==> src/rtl/rom_burst_reader.sv <==
// rtl/rom_burst_reader.sv - fixed arithmetic-progression ROM with a valid/ready burst sequencer
// Accepts (addr, len) requests in IDLE and streams consecutive entries, wrapping modulo DEPTH.
module rom_burst_reader #(
   parameter int DATA_W    = 8,
   parameter int DEPTH     = 16,
   parameter int ADDR_W    = 4,
   parameter int INIT_BASE = 0,
   parameter int INIT_STEP = 2
) (
   input  logic              clk,
   input  logic              rst_n,
   input  logic              req_valid,
   output logic              req_ready,
   input  logic [ADDR_W-1:0] req_addr,
   input  logic [ADDR_W-1:0] req_len_m1,
   output logic              out_valid,
   input  logic              out_ready,
   output logic [DATA_W-1:0] out_data,
   output logic              out_last,
   output logic              busy,
   output logic              addr_err
);

   typedef enum logic {
      ST_IDLE,
      ST_STREAM
   } state_t;

   // Compared one bit wider so DEPTH == 2^ADDR_W does not alias to zero.
   localparam logic [ADDR_W:0]   DEPTH_X   = (ADDR_W+1)'(DEPTH);
   localparam logic [ADDR_W-1:0] LAST_ADDR = ADDR_W'(DEPTH - 1);

   logic [DATA_W-1:0] rom [2**ADDR_W];

   for (genvar g = 0; g < 2**ADDR_W; g++) begin : g_rom
      if (g < DEPTH) begin : g_entry
         assign rom[g] = DATA_W'(INIT_BASE + INIT_STEP * g);
      end else begin : g_pad
         assign rom[g] = '0;
      end
   end

   state_t            state_q, state_d;
   logic [ADDR_W-1:0] addr_q, addr_d;
   logic [ADDR_W-1:0] cnt_q, cnt_d;
   logic              out_valid_q, out_valid_d;
   logic [DATA_W-1:0] out_data_q, out_data_d;
   logic              out_last_q, out_last_d;
   logic              busy_q, busy_d;
   logic              addr_err_q, addr_err_d;

   logic              addr_oob;
   logic [ADDR_W-1:0] next_addr;

   assign addr_oob  = {1'b0, req_addr} >= DEPTH_X;
   assign next_addr = (addr_q == LAST_ADDR) ? '0 : addr_q + ADDR_W'(1);

   always_comb begin
      state_d     = state_q;
      addr_d      = addr_q;
      cnt_d       = cnt_q;
      out_valid_d = out_valid_q;
      out_data_d  = out_data_q;
      out_last_d  = out_last_q;
      busy_d      = busy_q;
      addr_err_d  = 1'b0;

      case (state_q)
         ST_IDLE: begin
            if (req_valid) begin
               if (addr_oob) begin
                  addr_err_d = 1'b1;
               end else begin
                  addr_d      = req_addr;
                  cnt_d       = req_len_m1;
                  out_valid_d = 1'b1;
                  out_data_d  = rom[req_addr];
                  out_last_d  = (req_len_m1 == '0);
                  busy_d      = 1'b1;
                  state_d     = ST_STREAM;
               end
            end
         end
         ST_STREAM: begin
            if (out_valid_q && out_ready) begin
               if (out_last_q) begin
                  // out_data deliberately keeps the final beat.
                  out_valid_d = 1'b0;
                  out_last_d  = 1'b0;
                  busy_d      = 1'b0;
                  state_d     = ST_IDLE;
               end else begin
                  addr_d     = next_addr;
                  cnt_d      = cnt_q - ADDR_W'(1);
                  out_data_d = rom[next_addr];
                  out_last_d = (cnt_q == ADDR_W'(1));
               end
            end
         end
         default: begin
            state_d = ST_IDLE;
         end
      endcase
   end

   always_ff @(posedge clk or negedge rst_n) begin
      if (!rst_n) begin
         state_q     <= ST_IDLE;
         addr_q      <= '0;
         cnt_q       <= '0;
         out_valid_q <= 1'b0;
         out_data_q  <= '0;
         out_last_q  <= 1'b0;
         busy_q      <= 1'b0;
         addr_err_q  <= 1'b0;
      end else begin
         state_q     <= state_d;
         addr_q      <= addr_d;
         cnt_q       <= cnt_d;
         out_valid_q <= out_valid_d;
         out_data_q  <= out_data_d;
         out_last_q  <= out_last_d;
         busy_q      <= busy_d;
         addr_err_q  <= addr_err_d;
      end
   end

   assign req_ready = (state_q == ST_IDLE);
   assign out_valid = out_valid_q;
   assign out_data  = out_data_q;
   assign out_last  = out_last_q;
   assign busy      = busy_q;
   assign addr_err  = addr_err_q;

endmodule

==> config.mk <==
export PLATFORM = sky130hd
export DESIGN_NAME = rom_burst_reader
export DESIGN_NICKNAME = d
export VERILOG_FILES = /design/src/rtl/rom_burst_reader.sv
export SDC_FILE = /design/constraint.sdc
export NUM_CORES = 1
export LEC_CHECK = 0
export CORE_MARGIN = 5
export CORE_UTILIZATION = 45
export DETAILED_ROUTE_END_ITERATION = 8
export GPL_ROUTABILITY_DRIVEN = 0
export PLACE_DENSITY_LB_ADDON = 0.08
export RECOVER_POWER = 100
export SETUP_SLACK_MARGIN = 0.05
export SLEW_MARGIN = 15
export SYNTH_ARGS = -nofsm -noshare
export SYNTH_HDL_FRONTEND = slang
export SYNTH_SLANG_ARGS = --single-unit
==> constraint.sdc <==
create_clock -name clk -period 3.9 [get_ports clk]
set_clock_uncertainty 0.15 [all_clocks]
set_input_delay 0.585 -clock clk [delete_from_list [all_inputs] [get_ports clk]]
set_output_delay 0.585 -clock clk [all_outputs]
set_load 0.1 [all_outputs]
==> flow_summary.yaml, run 1 <==
outcome:
  outcome: "complete, no violations"
timing:
  setup_viol: 0
  slew_headroom: 0.346
  tns_ps: 0
  finalCritPeriodShare: 0.766
  drv_slew: 0
  fmax_mhz: 335
  period_needed_ps: 2990
  rsz0062_at_grt: "no"
  hold_viol: 0
  worst_slew_pin_slew_ps: 978
pwr:
  p_switching_mw: 0.294
  p_int_mw: 0.267
  p_leak_nw: 0.402
  ir_drop_v: 0.000467
  power_frac_seq: 0.309
  power_frac_comb: 0.543
  pwr-share-clk: 0.148
  swShare: 0.523
  p_per_area_nw_per_um2: 626
setup_path:
  crit_arrival_ps: 2250
  rrSetupSlack_ps: 1850
  crit_fanout: 12
  crit_required_ps: 3160
  max_stage_delay_ps: 1230
  r2r_start: "state_q"
  worstRegToRegCells: 3
  path_class: "reg2out"
  cp_cell_sequence: "inv_2 > dlygate4sd3_1"
  endpoint_kind: "output pin"
  reg2reg_to: "out_data[4]"
  critPathSlowestCell: "dlygate4sd3_1"
  cp-start-kind: "flop"
worst_hold_path:
  whs_endpoint: "out_data[4]"
  worstHoldPathType: "reg2reg"
  min-delay-start: "out_data[4]"
  hold_depth: 1
clock_tree:
  clock-sinks: 11
  h-tree-depth: 1
  cts_made_buffers: 3
  insertion_delay_ps: 280
  clk_path_buf_depth: 2
  ctsHoldBuffers: 0
  clk_pin_slew_ps: 80
  cts-root-buf: "clkbuf_4"
  cts_resized: 0
  cts_setup_buffers: 0
  tritoncts: "yes"
drt:
  dr.pass1.iters: 6
  drt_iter0_drc: 21
  ant_nets: 0
  drc_errors: 0
  vias: 625
  post_drt_wl_per_cell_um: 13.9
  via_per_inst: 5.53
  wirelength_um: 1570
logic_synthesis:
  ys_seq_area_frac: 0.380
  syn_area_um2: 724
  synth_area_leaders: "dfrtp_1 38%, buf_4 7.3%, mux2i_1 5.5%"
  ys_warn_count: 0
  ys_ff_latch: 11
  synth_top_area_frac: 0.380
  synth_cell_types: 28
  synth_top_area_cell: "dfrtp_1"
  syn_inst: 78
  syn_avg_cell_area_um2: 9.29
floorplanning:
  io_pins: 25
  rows: 14
  dieArea_um2: 2510
  die_w_um: 50.1
  die_y_um: 50.1
  start_util: 0.475
  core_um2: 1520
placed_design:
  post_dp_cell_area_um2: 886
  hpwl_um: 1120
  port-buffer-count: 19
  dp_cells: 109
final_layout:
  area_growth_pct: 23.7
  nets: 113
  stdcell_count: 113
  n_antenna_cell: 0
  fin_area_um2: 896
  drive_gt1_frac: 0.0722
global_routing:
  grt_pass1_vias: 583
  grt_max_degree: 14
  track_usage: 0.137
  antenna_found_initial: 0
  overflow: 0
  grt_first_pass_wirelength_um: 2710
flow_run:
  drv_cap: 0
==> cells in the final DEF, fill, tap and decap left out, drive strengths merged <==
cell type      instances
a31o                   1
nand2b                 1
o22ai                  1
and3                   3
dlygate4sd3           11
a32oi                  1
a311oi                 1
clkbuf                 4
o21ai                  5
nor3                   4
mux2                   1
mux2i                  4
a31oi                  2
inv                    6
conb                   5
o311ai                 1
ha                     3
a21oi                  7
dfrtp                 11
nor4                   1
nand4b                 1
clkdlybuf4s50          8
nor2                   6
and4                   1
nor2b                  2
nand2                  6
==> power groups by stage <==
stage,logic (mW),clock network (mW),registers (mW)
final,0.305,0.0830,0.173
after global placement,0.312,0,0.175
after floorplan,0.132,0,0.288
after detailed placement,0.312,0,0.177
after global routing,0.329,0.0940,0.180
after CTS,0.314,0.0849,0.175
==> sequential cells by signal (all words and copies together) (netlist names) <==
| signal | count |
|---|---|
| out_last | 1 |
| state_q | 1 |
| cnt_q | 4 |
| addr_q | 3 |
| out_data | 1 |
| busy | 1 |
==> through the flow <==
stage / setup WS (ps) / hold slack (ps) / total power [mW] / util
after CTS: 984 / 445 / 0.574 / 0.599
after global placement: 1300 / 420 / 0.487 / 0.581
after floorplan: 1750 / 139 / 0.421 / -
after detailed placement: 1290 / 421 / 0.489 / 0.581
final: 913 / 438 / 0.561 / 0.588
after global routing: 847 / 464 / 0.603 / 0.588
==> final cells by class <==
cell class | instances | area, um^2
clock buffer | 4 | 26.3
timing repair buffer | 19 | 190
tap | 16 | 20.0
inverter | 6 | 22.5
sequential | 11 | 275
fill | 129 | 628
multi-input combinational | 57 | 362
==> Yosys cell counts <==
cell and count:
a21oi_1 7, a311oi_1 1, a31o_4 1, a31oi_1 2, a32oi_1 1, and3_1 3
and4_1 1, buf_4 7, buf_6 1, conb_1 1, dfrtp_1 11, ha_1 3
inv_1 5, inv_2 1, mux2_2 1, mux2i_1 4, nand2_1 6, nand2b_1 1
nand4b_1 1, nor2_1 6, nor2b_2 1, nor2b_4 1, nor3_1 3, nor3_2 1
nor4_1 1, o21ai_0 5, o22ai_2 1, o311ai_0 1
==> worst max-delay path by stage <==
| stage | to | slack (ps) | from | cells after the start |
|---|---|---|---|---|
| floorplan | out_valid | 1750 | busy | 1 |
| global placement | req_ready | 1300 | state_q | 2 |
| detailed placement | req_ready | 1290 | state_q | 2 |
| CTS | req_ready | 980 | state_q | 2 |
| global route | req_ready | 850 | state_q | 2 |
| finish | req_ready | 910 | state_q | 2 |
==> critical path, delay by kind of cell, from the launching register on <==
| family | cells | cell delay, ps |
|---|---|---|
| buffers and inverters | 2 | 1440 |
| flip-flops | 1 | 530 |
==> cells by family (layout without fill, tap and decap cells) <==
family | count (synthesis) | in the layout | share of synthesized area
muxes | 5 | 5 | 0.0708
DFF | 11 | 11 | 0.380
other | 1 | 5 | 0.00518
and+or+nand+nor | 25 | 25 | 0.195
AOI/OAI and AO/OA | 19 | 19 | 0.178
buffers and inverters | 14 | 29 | 0.119
adders and majority gates | 3 | 3 | 0.0518
==> routing by layer <==
metal / vias up / track usage / wire, um
met4: 0 / 0.0786 / 40
li1: 301 / - / -
met3: 5 / 0.0301 / 109
met1: 302 / 0.185 / 695
met2: 17 / 0.199 / 726
met5: - / 0 / 0
Note: power is estimated with default switching activity, not from simulation.
==> inputs of run 2 (changes only) <==
Settings changed: CORE_UTILIZATION 45 to 39.
Clock period 3.9 ns to 2.7 ns, I/O delays scaled along.
==> run 2 against run 1 <==
  * Via count shrank 6.9%
  * Routed wire length shrank 0.64%
  * Clock power grew 36%
  * Power grew 41%
  * Global-route usage shrank 0.70 points
  * Combinational power grew 38%
  * Final cell count grew 8.0%
  * Count of clock-buffer cells in the layout is the same
  * Core utilization shrank 9.6 points
  * First-iteration DRC count shrank 52%
  * Die area grew 12%
  * Sequential power grew 47%
  * Critical endpoint is now busy
  * Largest cell class unchanged
==> flow_summary.yaml, run 2 (same netlist as run 1, synthesis figures left out) <==
clock_tree:
  clk_pin_slew_ps: 80
  h-tree-depth: 1
  insertion_delay_ps: 270
  clock-sinks: 11
  cts_setup_buffers: 0
  cts-root-buf: "clkbuf_4"
  clk_path_buf_depth: 2
  ctsHoldBuffers: 0
  cts_made_buffers: 3
  tritoncts: "yes"
  cts_resized: 0
worst_hold_path:
  worstHoldPathType: "in2async"
final_layout:
  drive_gt1_frac: 0.0928
  reg.largest.list: "cnt_q x4, addr_q x3"
  regMostFlops: "cnt_q"
  largest_register_ffs: 4
  fin_area_um2: 858
  finish.utilization: 0.492
  area_growth_pct: 18.5
  n_antenna_cell: 0
  nets: 113
  mostFrequentLayoutCell: "dfrtp_1"
  final_cell_mix: "11 x dfrtp_1, 9 x clkdlybuf4s50_1, 8 x clkbuf_1"
setup_path:
  cp_cell_sequence: "clkbuf_1"
  rrSetupSlack_ps: 700
  crit_fanout: 7
  r2r_start: "state_q"
  crit_required_ps: 2140
  cp.buffers_inverters: 1
  cp_top_family: "buffers and inverters"
  worstRegToRegCells: 3
  critPathSlowestCell: "clkbuf_1"
  endpoint_kind: "output pin"
  max_stage_delay_ps: 890
  cp-start-kind: "flop"
  reg2reg_to: "out_data[4]"
  crit_arrival_ps: 1610
  path_class: "reg2out"
drt:
  drt_iter0_drc: 10
  dr.pass1.iters: 4
  wirelength_um: 1560
  post_drt_wl_per_cell_um: 12.8
  ant_nets: 0
  vias: 582
  drc_errors: 0
  via_per_inst: 4.77
placed_design:
  hpwl_um: 1160
  post-place-ws_ps: 714
  port-buffer-count: 19
  post_dp_cell_area_um2: 877
timing:
  rsz0062_at_grt: "no"
  setup_viol: 0
  hold_viol: 0
  finalCritPeriodShare: 0.803
  period_needed_ps: 2170
  tns_ps: 0
  slew_headroom: 0.229
  worst_slew_pin_slew_ps: 1160
  fmax_mhz: 461
  setup_slack_ps: 533
  drv_slew: 0
floorplanning:
  die_y_um: 53.1
  io_pins: 25
  rows: 15
  core_um2: 1750
  dieArea_um2: 2820
  die_w_um: 53.1
  start_util: 0.415
global_routing:
  overflow: 0
  grt_max_degree: 14
  track_usage: 0.130
  grt_pass1_vias: 568
  grt_first_pass_wirelength_um: 2590
  antenna_found_initial: 0
pwr:
  p_per_area_nw_per_um2: 919
  ir_drop_v: 0.000837
  p_leak_nw: 0.362
outcome:
  outcome: "complete, no violations"
flow_run:
  drv_cap: 0
-- run 2: changes by cell type in the layout (fill, tap and decap cells not counted) --
cell and delta:
dlygate4sd3_1 -9, clkbuf_2 +1, nor3_1 -1, nor3_2 +1, clkbuf_1 +7, nor2b_2 +1
clkdlybuf4s50_1 +1, nor2b_4 -1
-- run 2: layer usage --
metal / up-vias / wire [um] / global-route usage
met5: - / 0 / 0
met4: 0 / 12 / 0.0255
met3: 2 / 107 / 0.0592
met2: 22 / 724 / 0.205
met1: 257 / 717 / 0.163
li1: 301 / - / -
-- run 2: worst max-delay path by stage --
stage / from / end / slack (ps) / cells past startpoint
final: busy / busy / 530 / 1
after global routing: busy / busy / 470 / 1
after CTS: state_q / req_ready / 760 / 2
after detailed placement: req_valid / out_data[4] / 710 / 4
after global placement: req_valid / out_data[4] / 750 / 4
after floorplan: addr_q[0] / out_data[4] / 580 / 5
-- run 2: layout make-up --
type	count	area, um^2
Inverter	6	22.5
Tap cell	25	31.3
Timing Repair Buffer	19	141
Clock buffer	4	26.3
Multi-Input combinational cell	57	362
Fill cell	184	887
Sequential cell	11	275
-- run 2: per-stage QoR --
step | cells | power (mW) | hold WS (ps)
floorplan | 82 | 0.607 | -40.6
global placement | 118 | 0.700 | 419
detailed placement | 118 | 0.701 | 419
CTS | 122 | 0.821 | 342
global route | 122 | 0.841 | 420
finish | 122 | 0.789 | 386
-- run 2: power by group --
part | internal, mW | switching, mW | total (mW)
clock | 0.0572 | 0.0559 | 0.113
sequential | 0.204 | 0.0492 | 0.254
combinational | 0.103 | 0.319 | 0.422
total | 0.364 | 0.425 | 0.789
==> inputs of run 3 (changes only) <==
Settings changed: CORE_UTILIZATION 39 to 43.
Clock period 2.7 ns to 2.2 ns, I/O delays scaled along.
==> run 3 against run 2 <==
  * Non-clock buffer count is the same
  * Via count rose by 4.8%
  * Highest routed layer is now met3
  * Global-route usage is 0.62 points higher
==> flow_summary.yaml, run 3 (same netlist as run 1, synthesis figures left out) <==
outcome:
  outcome: "complete, no violations"
timing:
  rsz0062_at_grt: "no"
  hold_viol: 0
  slew_headroom: 0.639
  drv_slew: 0
  tns_ps: 0
  period_needed_ps: 1920
  setup_viol: 0
  worst_slew_pin_slew_ps: 544
  finalCritPeriodShare: 0.871
  fmax_mhz: 522
  setup_slack_ps: 284
drt:
  dr.pass1.iters: 4
  drt_iter0_drc: 14
  vias: 610
  post_drt_wl_per_cell_um: 14.1
  via_per_inst: 5.40
  wirelength_um: 1590
  drc_errors: 0
  ant_nets: 0
final_layout:
  drive_gt1_frac: 0.155
  reg.largest.list: "cnt_q x4, addr_q x3"
  final_cell_mix: "11 x dfrtp_1, 9 x clkdlybuf4s50_1, 7 x a21oi_1, 7 x clkbuf_2"
  mostFrequentLayoutCell: "dfrtp_1"
  nets: 113
  regMostFlops: "cnt_q"
  n_antenna_cell: 0
  largest_register_ffs: 4
  finish.utilization: 0.561
  area_growth_pct: 20.7
placed_design:
  hpwl_um: 1180
  post-place-ws_ps: 305
  port-buffer-count: 19
pwr:
  pwr-share-clk: 0.145
  power_frac_comb: 0.539
  p_per_area_nw_per_um2: 1120
  swShare: 0.533
  power_frac_seq: 0.315
  p_leak_nw: 0.395
  ir_drop_v: 0.000979
  p_switching_mw: 0.523
  p_int_mw: 0.458
floorplanning:
  core_um2: 1560
  die_y_um: 51.0
  rows: 14
  die_w_um: 51.0
  dieArea_um2: 2610
  start_util: 0.465
  io_pins: 25
clock_tree:
  clock-sinks: 11
  clk_pin_slew_ps: 80
  h-tree-depth: 1
  clk_path_buf_depth: 2
  insertion_delay_ps: 270
  ctsHoldBuffers: 0
  cts_setup_buffers: 0
  cts_made_buffers: 3
  cts_resized: 0
  tritoncts: "yes"
  cts-root-buf: "clkbuf_4"
setup_path:
  path_class: "reg2out"
  critPathSlowestCell: "dfrtp_1"
  endpoint_kind: "output pin"
  worstRegToRegCells: 3
  crit_required_ps: 1720
  max_stage_delay_ps: 600
  reg2reg_to: "out_data[4]"
  cp-start-kind: "flop"
  r2r_start: "state_q"
  crit_fanout: 12
  crit_arrival_ps: 1440
  rrSetupSlack_ps: 440
  cp_cell_sequence: "inv_1 > buf_12"
global_routing:
  grt_pass1_vias: 586
  antenna_found_initial: 0
  grt_first_pass_wirelength_um: 2700
  overflow: 0
  track_usage: 0.136
  grt_max_degree: 14
worst_hold_path:
  worstHoldPathType: "in2async"
flow_run:
  drv_cap: 0
==> run 3: cell types whose count changed in the layout (fill, tap and decap cells not counted) <==
cell      delta
clkbuf_2     +6
nor3_1       +1
a31o_1       -1
inv_1        +1
buf_12       +1
nor3_2       -1
inv_2        -1
clkbuf_1     -7
a31o_4       +1
==> run 3: worst max path at each step <==
stage / start / endpoint / depth (start not counted)
5_1_grt: state_q / req_ready / 2
4_1_cts: state_q / req_ready / 2
3_5_place_dp: req_valid / out_data[4] / 4
6_report: state_q / req_ready / 2
2_1_floorplan: addr_q[0] / out_data[4] / 5
3_3_place_gp: req_valid / out_data[4] / 4
==> run 3: power by group through the flow <==
stage	clock [mW]	sequential (mW)	combinational, mW
floorplan	0	0.511	0.234
global route	0.158	0.319	0.578
global placement	0	0.312	0.546
CTS	0.149	0.310	0.556
detailed placement	0	0.313	0.553
finish	0.143	0.309	0.529
==> run 3: area by class of cell <==
cell class	instances	area, um^2
flip-flops and latches	11	275
clock buffers	4	26.3
fillers	156	684
well taps	16	20.0
multi-input cells	57	365
repair buffers	19	165
inverters	6	22.5
==> run 3: per-layer routing <==
| layer | share of wire | vias up | global-route usage |
|---|---|---|---|
| met5 | 0 | - | 0 |
| met4 | 0 | 0 | 0.0538 |
| met3 | 0.073 | 0 | 0.0349 |
| met2 | 0.47 | 21 | 0.208 |
| met1 | 0.46 | 282 | 0.183 |
| li1 | - | 307 | - |
==> run 3: through the flow <==
stage	instances	hold slack (ps)	area, um^2	total power [mW]
3_3_place_gp	109	417	878	0.858
2_1_floorplan	82	-116	739	0.746
6_report	113	321	875	0.981
4_1_cts	113	267	905	1.02
3_5_place_dp	109	420	878	0.866
5_1_grt	113	363	875	1.05
==> run 3: critical path, delay by kind of cell (launching register included) <==
kind     cells  cell delay [ps]
buf+inv      2              560
flops        1              600
